===== src/rtl/mem_arbiter.sv =====
// mem_arbiter: two-master (instruction fetch / load-store) front end for the
// unified 32-bit memory. It arbitrates in IDLE and runs each granted burst as
// back-to-back single-word accesses. Read data returns through a short
// pipeline that tracks which port owns each returning beat.
module mem_arbiter #(
    parameter int READ_LAT     = 1,
    parameter int STARVE_LIMIT = 4
) (
    input  logic        clock,
    input  logic        reset,
    input  logic        f_req,
    input  logic [31:0] f_addr,
    input  logic [1:0]  f_size,
    output logic        f_gnt,
    output logic        f_rvalid,
    output logic [31:0] f_rdata,
    output logic        f_done,
    input  logic        d_req,
    input  logic        d_rw,
    input  logic [31:0] d_addr,
    input  logic [1:0]  d_size,
    input  logic [31:0] d_wdata,
    output logic        d_wready,
    output logic        d_gnt,
    output logic        d_rvalid,
    output logic [31:0] d_rdata,
    output logic        d_done,
    output logic        ctrl_busy,
    output logic [31:0] mem_addr,
    output logic [31:0] mem_data_in,
    output logic [1:0]  mem_access_size,
    output logic        mem_rw,
    output logic        mem_enable,
    input  logic [31:0] mem_data_out
);

    localparam logic [1:0] IDLE  = 2'd0;
    localparam logic [1:0] BURST = 2'd1;
    localparam logic [1:0] DRAIN = 2'd2;

    localparam int SW = $clog2(STARVE_LIMIT + 1);
    localparam logic [SW-1:0] STARVE_MAX = SW'(STARVE_LIMIT);

    logic [1:0]          state;
    logic                gnt_f_p1;    // grant pulse, also the setup cycle of BURST
    logic                gnt_d_p1;
    logic                own_d;       // 1: load/store port owns the burst
    logic                rw_p1;       // latched direction, 1 = read
    logic [31:0]         base_p1;     // word-aligned start address
    logic [3:0]          last_p1;     // index of the final beat
    logic [3:0]          beat_cnt;
    logic [SW-1:0]       starve_cnt;
    logic                wdone_p1;    // write burst finished last cycle
    logic [READ_LAT-1:0] rd_vld;
    logic [READ_LAT-1:0] rd_last;
    logic [READ_LAT-1:0] rd_own;

    logic pick_f;
    logic pick_d;
    logic beat;
    logic last_beat;
    logic rd_ret;

    // Burst size code to index of last beat: 1/4/8/16 words.
    function automatic logic [3:0] size_to_last(input logic [1:0] size);
        case (size)
            2'b00:   size_to_last = 4'd0;
            2'b01:   size_to_last = 4'd3;
            2'b10:   size_to_last = 4'd7;
            default: size_to_last = 4'd15;
        endcase
    endfunction

    // Arbitration: data normally wins a tie, fetch wins once it has starved.
    always_comb begin
        pick_f = 1'b0;
        pick_d = 1'b0;
        if (state == IDLE) begin
            if (f_req && d_req) begin
                if (starve_cnt == STARVE_MAX) pick_f = 1'b1;
                else                          pick_d = 1'b1;
            end else if (f_req) begin
                pick_f = 1'b1;
            end else if (d_req) begin
                pick_d = 1'b1;
            end
        end
    end

    // The grant cycle sits at the front of BURST and issues no beat.
    assign beat      = (state == BURST) && !(gnt_f_p1 || gnt_d_p1);
    assign last_beat = beat && (beat_cnt == last_p1);
    assign rd_ret    = rd_vld[READ_LAT-1];

    // Control state: FSM, beat and starve counters, read-return tracking.
    always_ff @(posedge clock or posedge reset) begin
        if (reset) begin
            state      <= IDLE;
            gnt_f_p1   <= 1'b0;
            gnt_d_p1   <= 1'b0;
            own_d      <= 1'b0;
            beat_cnt   <= 4'd0;
            starve_cnt <= '0;
            wdone_p1   <= 1'b0;
            rd_vld     <= '0;
            rd_last    <= '0;
            rd_own     <= '0;
        end else begin
            gnt_f_p1 <= pick_f;
            gnt_d_p1 <= pick_d;
            wdone_p1 <= last_beat && !rw_p1;

            if (pick_f) begin
                starve_cnt <= '0;
            end else if (pick_d && f_req && (starve_cnt < STARVE_MAX)) begin
                starve_cnt <= starve_cnt + SW'(1);
            end

            case (state)
                IDLE: begin
                    beat_cnt <= 4'd0;
                    if (pick_f || pick_d) begin
                        state <= BURST;
                        own_d <= pick_d;
                    end
                end
                BURST: begin
                    if (last_beat) begin
                        beat_cnt <= 4'd0;
                        state    <= rw_p1 ? DRAIN : IDLE;
                    end else if (beat) begin
                        beat_cnt <= beat_cnt + 4'd1;
                    end
                end
                DRAIN: begin
                    if (rd_ret && rd_last[READ_LAT-1]) state <= IDLE;
                end
                default: state <= IDLE;
            endcase

            rd_vld[0]  <= beat && rw_p1;
            rd_last[0] <= last_beat;
            rd_own[0]  <= own_d;
            for (int i = 1; i < READ_LAT; i++) begin
                rd_vld[i]  <= rd_vld[i-1];
                rd_last[i] <= rd_last[i-1];
                rd_own[i]  <= rd_own[i-1];
            end
        end
    end

    // Request attributes of the winner; only read while a burst is active.
    always_ff @(posedge clock) begin
        if (pick_f) begin
            base_p1 <= f_addr & 32'hFFFF_FFFC;
            rw_p1   <= 1'b1;
            last_p1 <= size_to_last(f_size);
        end else if (pick_d) begin
            base_p1 <= d_addr & 32'hFFFF_FFFC;
            rw_p1   <= d_rw;
            last_p1 <= size_to_last(d_size);
        end
    end

    assign ctrl_busy       = (state != IDLE);
    assign mem_access_size = 2'b00;
    assign mem_enable      = beat;
    assign mem_rw          = beat && rw_p1;
    assign mem_addr        = beat ? (base_p1 + {26'd0, beat_cnt, 2'b00}) : 32'd0;
    assign mem_data_in     = (beat && !rw_p1) ? d_wdata : 32'd0;
    assign d_wready        = beat && !rw_p1 && own_d;

    assign f_gnt    = gnt_f_p1;
    assign d_gnt    = gnt_d_p1;
    assign f_rvalid = rd_ret && !rd_own[READ_LAT-1];
    assign d_rvalid = rd_ret && rd_own[READ_LAT-1];
    assign f_rdata  = f_rvalid ? mem_data_out : 32'd0;
    assign d_rdata  = d_rvalid ? mem_data_out : 32'd0;
    assign f_done   = f_rvalid && rd_last[READ_LAT-1];
    assign d_done   = wdone_p1 || (d_rvalid && rd_last[READ_LAT-1]);

endmodule


===== config.mk =====
export PLATFORM = sky130hd
export DESIGN_NAME = mem_arbiter
export DESIGN_NICKNAME = d
export VERILOG_FILES = /design/src/rtl/mem_arbiter.sv
export SDC_FILE = /design/constraint.sdc
export NUM_CORES = 1
export LEC_CHECK = 0
export CORE_ASPECT_RATIO = 0.5
export CORE_MARGIN = 2
export CORE_UTILIZATION = 30
export CTS_CLUSTER_DIAMETER = 150
export DETAILED_ROUTE_END_ITERATION = 10
export PLACE_DENSITY = 0.71
export SYNTH_ARGS = -nofsm -noshare
export SYNTH_HDL_FRONTEND = slang
export SYNTH_SLANG_ARGS = --single-unit

===== constraint.sdc =====
create_clock -name clock -period 7.8 [get_ports clock]
set_input_delay 1.56 -clock clock [delete_from_list [all_inputs] [get_ports clock]]
set_output_delay 1.56 -clock clock [all_outputs]
set_load 0.01 [all_outputs]

==> results.py, run 1 <==
metrics = {
    "status": {
        "status": "complete, no violations",
    },
    "yosys": {
        "ys_warn_count": 0,
        "synth_top_area_frac": 0.256,
        "synth_top_cell_by_area": "edfxtp_1",
        "ys.flop_type": "edfxtp_1",
        "synth_edf_count": 33,
        "synth.top_cells.by_area": "edfxtp_1 26%, and2_1 11%, dfrtp_1 10%",
        "postSynthAreaPerCell_um2": 9.32,
        "synth_area_um2": 3880,
        "async_flop_share": 0.320,
        "syn_inst": 416,
        "synth_seq_cells": 50,
        "synth_cell_types": 51,
        "ys_seq_area_frac": 0.364,
    },
    "floorplanning": {
        "die_h_um": 84.4,
        "io_pins": 277,
        "dieArea_um2": 13900,
        "coreArea_um2": 12600,
        "std_cell_rows": 29,
        "fp.dieW_um": 165,
        "start_util": 0.307,
    },
    "critical_path": {
        "startpoint": "beat_cnt[0]$_DFFE_PP0P_",
        "crit_path_end_kind": "output pin",
        "crit_path_max_fanout": 18,
        "path_cells": "ha_1, inv_1, fa_1, nand2b_1, a21o_1, or4_1, a21oi_1, clkdlybuf4s50_1",
        "crit_type": "reg2out",
        "cp_slowest_cell": "or4_1",
        "max_stage_delay_ps": 590,
        "worstPathArrival_ps": 3330,
        "worst-endpoint-required_ps": 6240,
        "start_kind": "register",
        "worstReg2RegStart": "state[1]$_DFFE_PP0P_",
    },
    "clock_network": {
        "htreeDepth": 2,
        "clock_sinks": 50,
        "cts-root-buf": "clkbuf_16",
        "cts_setup_buffers": 0,
        "clk_path_buf_depth": 2,
        "clock_latency_ps": 290,
        "hold_buffers": 0,
        "cts_buffers": 5,
        "cts_tree": "done",
        "ctsResizeCount": 0,
        "clk_pin_slew_ps": 70,
    },
    "timing": {
        "rsz0062_at_grt": "false",
        "period_needed_ps": 4890,
        "slew_viol_final": 0,
        "skew_ps": 9.10,
        "tightestPinTransition_ps": 1020,
        "slew_headroom": 0.323,
        "period_share": 0.627,
        "max_freq_mhz": 205,
        "hold_violations": 0,
        "setup_viol": 0,
        "fin_setup_tns_ps": 0,
    },
    "global_routing": {
        "grt_pass1_wl_mm": 24.5,
        "grtUsageMet2": 0.378,
        "grt_usage": 0.234,
        "grt_overflow": 0,
        "gr-usage-met3": 0.0504,
        "busiest_layer": "met2",
        "grt_max_degree": 36,
        "antenna_found_initial": 0,
        "met1_usage": 0.326,
        "grt_pass1_vias": 3889,
    },
    "drt": {
        "drcViolationCount": 0,
        "drtIter0Drc": 293,
        "via_count": 4193,
        "via_per_inst": 5.01,
        "wire_per_inst_um": 19.9,
        "dr.pass1.iters": 4,
        "routed_wl_mm": 16.7,
        "ant_nets": 0,
    },
    "pwr": {
        "p_switching_uw": 819,
        "p_leak_uw": 0.00256,
        "switching_share": 0.419,
        "p_clk_frac": 0.128,
        "ir_drop_mv": 0.144,
        "p_per_area_nw_per_um2": 288,
        "p_comb_frac": 0.629,
        "seqPwrFrac": 0.243,
        "internal-power_uw": 1140,
    },
    "worst_hold_path": {
        "hold_path.startpoint": "own_d$_DFFE_PP0P_",
        "min_path_type": "reg2reg",
    },
    "final_layout": {
        "n_antenna_cell": 0,
        "syn_to_final_growth_pct": 75.4,
        "multiInputGateArea_um2": 2240,
        "final_util": 0.539,
        "layout_common_cells": "268 x clkdlybuf4s50_1, 70 x and2_1, 37 x and3_1",
        "layout_commonest_cell": "clkdlybuf4s50_1",
        "nNetsFinal": 811,
        "drive_above_1_share": 0.0810,
        "fillers": 1132,
        "regArea_um2": 1410,
    },
    "placement": {
        "gp_congestion": 0.916,
        "place_hpwl_mm": 13.6,
        "portBuffers": 268,
    },
    "job": {
        "drv_cap": 0,
    },
}
-- power groups by stage --
stage	clock, µW	combinational (µW)	sequential [µW]
floorplan	0	613	423
global placement	0	1220	471
detailed placement	0	1230	475
CTS	256	1240	470
global route	266	1320	487
finish	251	1230	475
-- cell families after synthesis --
family / share of synthesized area
and+or+nand+nor: 0.316
DFF: 0.364
buffers and inverters: 0.0620
adders and majority gates: 0.0278
muxes: 0.100
other: 0.000967
AOI/OAI and AO/OA: 0.113
xor gates and xnor gates: 0.0158
-- registers in the layout, indices dropped and copies added (netlist names) --
| register | flops |
|---|---|
| f_gnt | 1 |
| base_p1 | 30 |
| beat_cnt | 4 |
| own_d | 1 |
| d_gnt | 1 |
| rw_p1 | 1 |
| starve_cnt | 3 |
| rd_own | 1 |
| last_p1 | 3 |
| state | 2 |
| wdone_p1 | 1 |
| rd_last | 1 |
| rd_ret | 1 |
-- synth_stat cells, drive strengths merged (2+ instances only) --
cell type  instances
o21ai             11
dfrtp             16
nand2             21
or3                7
and4               4
nand3             15
mux2i              4
edfxtp            33
nor4               3
ha                 7
and3              37
nand4              5
inv               15
and2              70
a211o              2
clkbuf            13
nor3               4
buf               18
a21o               3
o211ai             4
nand2b             5
or4               12
xnor2              5
mux2              31
a21oi             25
xor2               2
nor2              14
a211oi             4
o31ai             15
-- through the flow --
step	total power, µW	cell area (µm²)	std cells	setup slack (ps)	hold WS (ps)
3_3_place_gp	1690	6630	829	3280	383
4_1_cts	1970	6800	837	2900	415
3_5_place_dp	1700	6630	829	3220	400
5_1_grt	2070	6800	837	2680	432
6_report	1960	6800	837	2910	412
2_1_floorplan	1040	3890	419	4010	366
-- critical path: cells and delay by family, from the launching register on --
kind                     cells  cell delay [ps]
flip-flops                   1              450
AO/OA/AOI/OAI                2              530
AND/OR/NAND/NOR              2              790
adder cells (fa/ha/maj)      2              640
buffers and inverters        2              630
-- per-layer routing --
layer  share of wire  up-vias
li1                -     2001
met1            0.45     2019
met2            0.46      157
met3           0.075       16
met4           0.015        0
met5               0        -
-- worst paths after layout --
check	end	slack [ps]	depth (start not counted)
worst max-delay path	mem_addr[22]	2910	8
worst min-delay path	rd_own$_DFF_PP0_	410	0
worst max register to register	base_p1[18]$_DFFE_PP_	5440	4
worst min register to register	rd_own$_DFF_PP0_	410	0
max in group asynchronous	beat_cnt[0]$_DFFE_PP0P_	5680	2
min in group asynchronous	rd_own$_DFF_PP0_	1670	2
-- final cells by class --
type | instances | share of cell area
timing repair buffer | 271 | 0.398
multi-input combinational | 323 | 0.330
sequential | 50 | 0.207
tap | 170 | 0.0313
clock buffer | 5 | 0.0184
inverter | 15 | 0.00864
clock inverter | 3 | 0.00662
No activity file was read; power rests on OpenSTA's default activity.
==> run 2, diff against run 1 <==
- PLACE_DENSITY: 0.71 -> 0.74
- clock period: 7.8 -> 4 ns (I/O delays scaled with it)
==> results.py, run 2 (synthesis results as in run 1) <==
metrics = {
    "timing": {
        "slew_headroom": 0.468,
        "max_freq_mhz": 260,
        "slew_viol_final": 0,
        "tightestPinTransition_ps": 798,
        "rsz0062_at_grt": "false",
        "period_share": 0.963,
        "period_needed_ps": 3850,
        "setup_viol": 0,
        "fin_setup_tns_ps": 0,
        "hold_violations": 0,
        "fin_hold_ws_ps": 408,
        "skew_ps": 2.58,
    },
    "status": {
        "status": "complete, no violations",
    },
    "critical_path": {
        "max_stage_delay_ps": 550,
        "crit_path_max_fanout": 14,
        "worst-endpoint-required_ps": 3200,
        "crit_path_end_kind": "output pin",
        "critPathTopFamily": "simple AND/OR/NAND/NOR gates",
        "ff2ff_setup_slack_ps": 1860,
        "worstReg2RegStart": "state[1]$_DFFE_PP0P_",
        "reg2regPathDepth": 6,
        "path_cells": "ha_2, inv_1, fa_1, nand2b_2, a21o_4, or4_1, a21oi_1, clkdlybuf4s50_1",
        "worstPathArrival_ps": 3050,
        "cp_slowest_cell": "clkdlybuf4s50_1",
        "worst-path-buf-inv": 2,
        "crit_type": "reg2out",
        "start_kind": "register",
        "timing.rr.end": "beat_cnt[3]$_DFFE_PP0P_",
    },
    "clock_network": {
        "clk_path_buf_depth": 2,
        "clk_pin_slew_ps": 60,
        "clock_sinks": 50,
        "cts-root-buf": "clkbuf_16",
        "cts_tree": "done",
        "htreeDepth": 2,
        "hold_buffers": 0,
        "cts_buffers": 5,
        "clock_latency_ps": 280,
    },
    "pwr": {
        "p_per_area_nw_per_um2": 536,
        "seqPwrFrac": 0.239,
        "internal-power_uw": 2200,
        "p_leak_uw": 0.00261,
        "ir_drop_mv": 0.273,
        "p_comb_frac": 0.650,
        "switching_share": 0.401,
        "p_switching_uw": 1470,
        "p_clk_frac": 0.110,
    },
    "global_routing": {
        "grt_max_degree": 35,
        "grt_pass1_wl_mm": 20.7,
        "grt_overflow": 0,
        "grt_usage": 0.189,
        "grt_pass1_vias": 3853,
        "antenna_found_initial": 1,
    },
    "floorplanning": {
        "coreArea_um2": 12600,
        "fp.dieW_um": 165,
        "std_cell_rows": 29,
        "dieArea_um2": 13900,
        "io_pins": 277,
        "die_h_um": 84.4,
        "start_util": 0.307,
    },
    "drt": {
        "ant_nets": 0,
        "drcViolationCount": 0,
        "via_count": 4098,
        "top_layer_used": "met5",
        "dr_wl_met2_mm": 6.80,
        "dr_wl_met3_um": 847,
        "dr.pass1.iters": 4,
        "via_per_inst": 4.86,
        "wl_met1_mm": 6.03,
        "drtIter0Drc": 215,
        "routed_wl_mm": 13.8,
        "wire_per_inst_um": 16.4,
    },
    "worst_hold_path": {
        "min_path_type": "reg2reg",
        "whs_path_depth": 0,
        "holdPathEnd": "rd_own$_DFF_PP0_",
        "hold_path.startpoint": "own_d$_DFFE_PP0P_",
    },
    "final_layout": {
        "regMostFlops": "base_p1",
        "fillers": 1132,
        "reg_top3": "base_p1 (30), beat_cnt (4)",
        "layout_commonest_cell": "clkdlybuf4s50_1",
        "syn_to_final_growth_pct": 76.4,
        "layout_common_cells": "266 x clkdlybuf4s50_1, 70 x and2_1, 37 x and3_1",
        "nNetsFinal": 817,
        "final_cells": 844,
        "drive_above_1_share": 0.0921,
        "largest_register_ffs": 30,
    },
    "placement": {
        "place_inst": 833,
        "place_hpwl_mm": 11.1,
        "portBuffers": 268,
        "gp_congestion": 0.774,
    },
    "job": {
        "drv_cap": 0,
    },
}
[run 2: cell types whose count changed in the layout (fill, tap and decap cells not counted), moves of 2 or more]
cell	change
clkinvlp_4	-2
clkbuf_1	+3
dlymetal6s2s_1	+2
buf_4	+6
clkdlybuf4s50_1	-2
[run 2: layout make-up]
class | count | area (µm²) | share of cell area
diodes | 1 | 2.50 | 0.000366
clock buffers | 8 | 136 | 0.0199
inverters | 15 | 58.8 | 0.00860
multi-input cells | 323 | 2260 | 0.331
flip-flops and latches | 50 | 1410 | 0.206
well taps | 170 | 213 | 0.0311
repair buffers | 277 | 2760 | 0.403
[run 2: worst max-delay path by stage]
| stage | slack, ps | endpoint | cells after the start | startpoint |
|---|---|---|---|---|
| floorplan | 970 | mem_addr[26] | 8 | beat_cnt[0]$_DFFE_PP0P_ |
| finish | 150 | mem_addr[22] | 8 | beat_cnt[0]$_DFFE_PP0P_ |
| global placement | 290 | mem_addr[24] | 8 | beat_cnt[0]$_DFFE_PP0P_ |
| CTS | 30 | mem_addr[22] | 8 | beat_cnt[0]$_DFFE_PP0P_ |
| detailed placement | 220 | mem_addr[22] | 8 | beat_cnt[0]$_DFFE_PP0P_ |
| global route | 20 | mem_addr[22] | 8 | beat_cnt[0]$_DFFE_PP0P_ |
[run 2: stage by stage]
stage | setup WS [ps] | total power (µW) | util | cell area [µm²]
final | 149 | 3670 | 0.542 | 6840
after global routing | 22.3 | 3900 | 0.542 | 6840
after CTS | 33.6 | 3670 | 0.539 | 6800
after detailed placement | 223 | 3260 | 0.528 | 6660
after global placement | 290 | 3220 | 0.528 | 6660
after floorplan | 973 | 2020 | - | 3890
[run 2: layer usage]
layer  vias to the layer above  GRT usage
met5                         -          0
met4                         2     0.0356
met3                        12     0.0351
met2                       130      0.331
met1                      1933      0.247
li1                       2021          -
[run 2: power by group through the flow]
stage	registers, µW	logic, µW	clock network [µW]
after floorplan	825	1190	0
after global placement	880	2340	0
after detailed placement	887	2370	0
after CTS	878	2380	414
after global routing	901	2560	439
final	879	2390	405
[run 2: what timing repair did]
action / 4_1_cts / 5_1_grt
endpoints found under the hold margin: 0 / 0
setup buffers: 0 / 2
gates cloned: 0 / 0
endpoints found under the setup margin: 8 / 8
pin swaps: 0 / 1
resized for setup: 2 / 6
==> run 3, diff against run 2 <==
- MAX_ROUTING_LAYER: unset -> met4
==> results.py, run 3 (synthesis results as in run 1) <==
metrics = {
    "final_layout": {
        "nNetsFinal": 817,
        "syn_to_final_growth_pct": 76.5,
        "multiInputGateArea_um2": 2260,
        "layout_commonest_cell": "clkdlybuf4s50_1",
        "regArea_um2": 1410,
        "largest_register_ffs": 30,
        "drive_above_1_share": 0.0921,
        "final_cells": 845,
        "reg_top3": "base_p1 (30), beat_cnt (4)",
        "fillers": 1131,
        "regMostFlops": "base_p1",
        "layout_common_cells": "266 x clkdlybuf4s50_1, 70 x and2_1, 37 x and3_1",
    },
    "critical_path": {
        "crit_path_end_kind": "output pin",
        "start_kind": "register",
        "worstPathArrival_ps": 3050,
        "crit_type": "reg2out",
        "crit_path_max_fanout": 14,
        "worst-endpoint-required_ps": 3200,
    },
    "global_routing": {
        "grt_max_degree": 35,
        "grt_overflow": 0,
        "grt_pass1_wl_mm": 20.7,
        "grt_usage": 0.195,
        "grt_pass1_vias": 3854,
        "antenna_found_initial": 1,
    },
    "job": {
        "drv_cap": 0,
    },
    "clock_network": {
        "cts-root-buf": "clkbuf_16",
        "cts_tree": "done",
        "clk_pin_slew_ps": 70,
        "clk_path_buf_depth": 2,
        "clock_sinks": 50,
        "htreeDepth": 2,
        "cts_buffers": 5,
        "clock_latency_ps": 280,
    },
    "placement": {
        "portBuffers": 268,
        "gp_congestion": 0.784,
        "place_inst": 833,
        "place_hpwl_mm": 11.1,
    },
    "pwr": {
        "p_leak_uw": 0.00261,
        "p_per_area_nw_per_um2": 536,
        "ir_drop_mv": 0.273,
    },
    "timing": {
        "setup_viol": 0,
        "max_freq_mhz": 259,
        "slew_headroom": 0.463,
        "fin_setup_tns_ps": 0,
        "rsz0062_at_grt": "false",
        "slew_viol_final": 0,
        "period_needed_ps": 3850,
        "tightestPinTransition_ps": 806,
        "fin_hold_ws_ps": 408,
        "period_share": 0.964,
        "skew_ps": 5.15,
        "hold_violations": 0,
    },
    "drt": {
        "wire_per_inst_um": 16.4,
        "drcViolationCount": 0,
        "routed_wl_mm": 13.9,
        "via_count": 4067,
        "dr.pass1.iters": 5,
        "drtIter0Drc": 189,
        "via_per_inst": 4.81,
        "ant_nets": 0,
    },
    "floorplanning": {
        "start_util": 0.307,
        "std_cell_rows": 29,
        "fp.dieW_um": 165,
        "io_pins": 277,
        "dieArea_um2": 13900,
        "coreArea_um2": 12600,
        "die_h_um": 84.4,
    },
    "worst_hold_path": {
        "min_path_type": "reg2reg",
    },
    "status": {
        "status": "complete, no violations",
    },
}
run 3: cell count changes in the layout (fill, tap and decap cells not counted), sizes merged:
cell,before,now
diode,1,2
run 3: path summary, 6_finish.rpt:
kind	start	endpoint	slack (ps)	depth (start not counted)
max	beat_cnt[0]$_DFFE_PP0P_	mem_addr[22]	150	8
min in group asynchronous	reset	rd_own$_DFF_PP0_	900	2
min reg2reg	own_d$_DFFE_PP0P_	rd_own$_DFF_PP0_	410	0
max in group asynchronous	reset	beat_cnt[0]$_DFFE_PP0P_	2660	2
max reg2reg	state[1]$_DFFE_PP0P_	beat_cnt[3]$_DFFE_PP0P_	1880	6
min	own_d$_DFFE_PP0P_	rd_own$_DFF_PP0_	410	0
run 3: power by group:
part | switching (µW) | total, µW | internal [µW]
logic | 1130 | 2380 | 1250
clock network | 174 | 407 | 233
registers | 165 | 879 | 714
total | 1470 | 3670 | 2200
run 3: stage by stage:
| stage | utilization | total power, µW | worst slack, ps | cell area, µm² |
|---|---|---|---|---|
| floorplan | - | 2020 | 973 | 3890 |
| global placement | 0.528 | 3220 | 290 | 6660 |
| detailed placement | 0.528 | 3260 | 223 | 6660 |
| CTS | 0.539 | 3670 | 33.6 | 6800 |
| global route | 0.542 | 3900 | 23.9 | 6840 |
| finish | 0.542 | 3670 | 146 | 6840 |
run 3: critical path, stage by stage, from the launching register on:
cell             delay [ps]
dfrtp_2                 390
ha_2                    200
inv_1                    60
fa_1                    390
nand2b_2                220
a21o_4                  280
or4_1                   520
a21oi_1                 160
clkdlybuf4s50_1         550
run 3: layer usage:
layer  global-route usage  share of wire  routed length (µm)
met5                    -              0                   0
met4               0.0356          0.012                 164
met1                0.247           0.43                5980
met3               0.0331          0.061                 840
met2                0.331           0.50                6880
run 3: what timing repair did:
action                     4_1_cts  5_1_grt
pin swaps                        0        1
setup endpoints to repair        8        8
resized for setup                2        6
hold buffers                     0        0
hold endpoints to repair         0        0
setup buffers                    0        2
run 3: final cells by class:
cell class / count / share of cell area
antenna: 2 / 0.000731
timing repair buffer: 277 / 0.403
clock buffer: 8 / 0.0199
sequential: 50 / 0.206
multi-input combinational: 323 / 0.331
tap: 170 / 0.0311
inverter: 15 / 0.00859
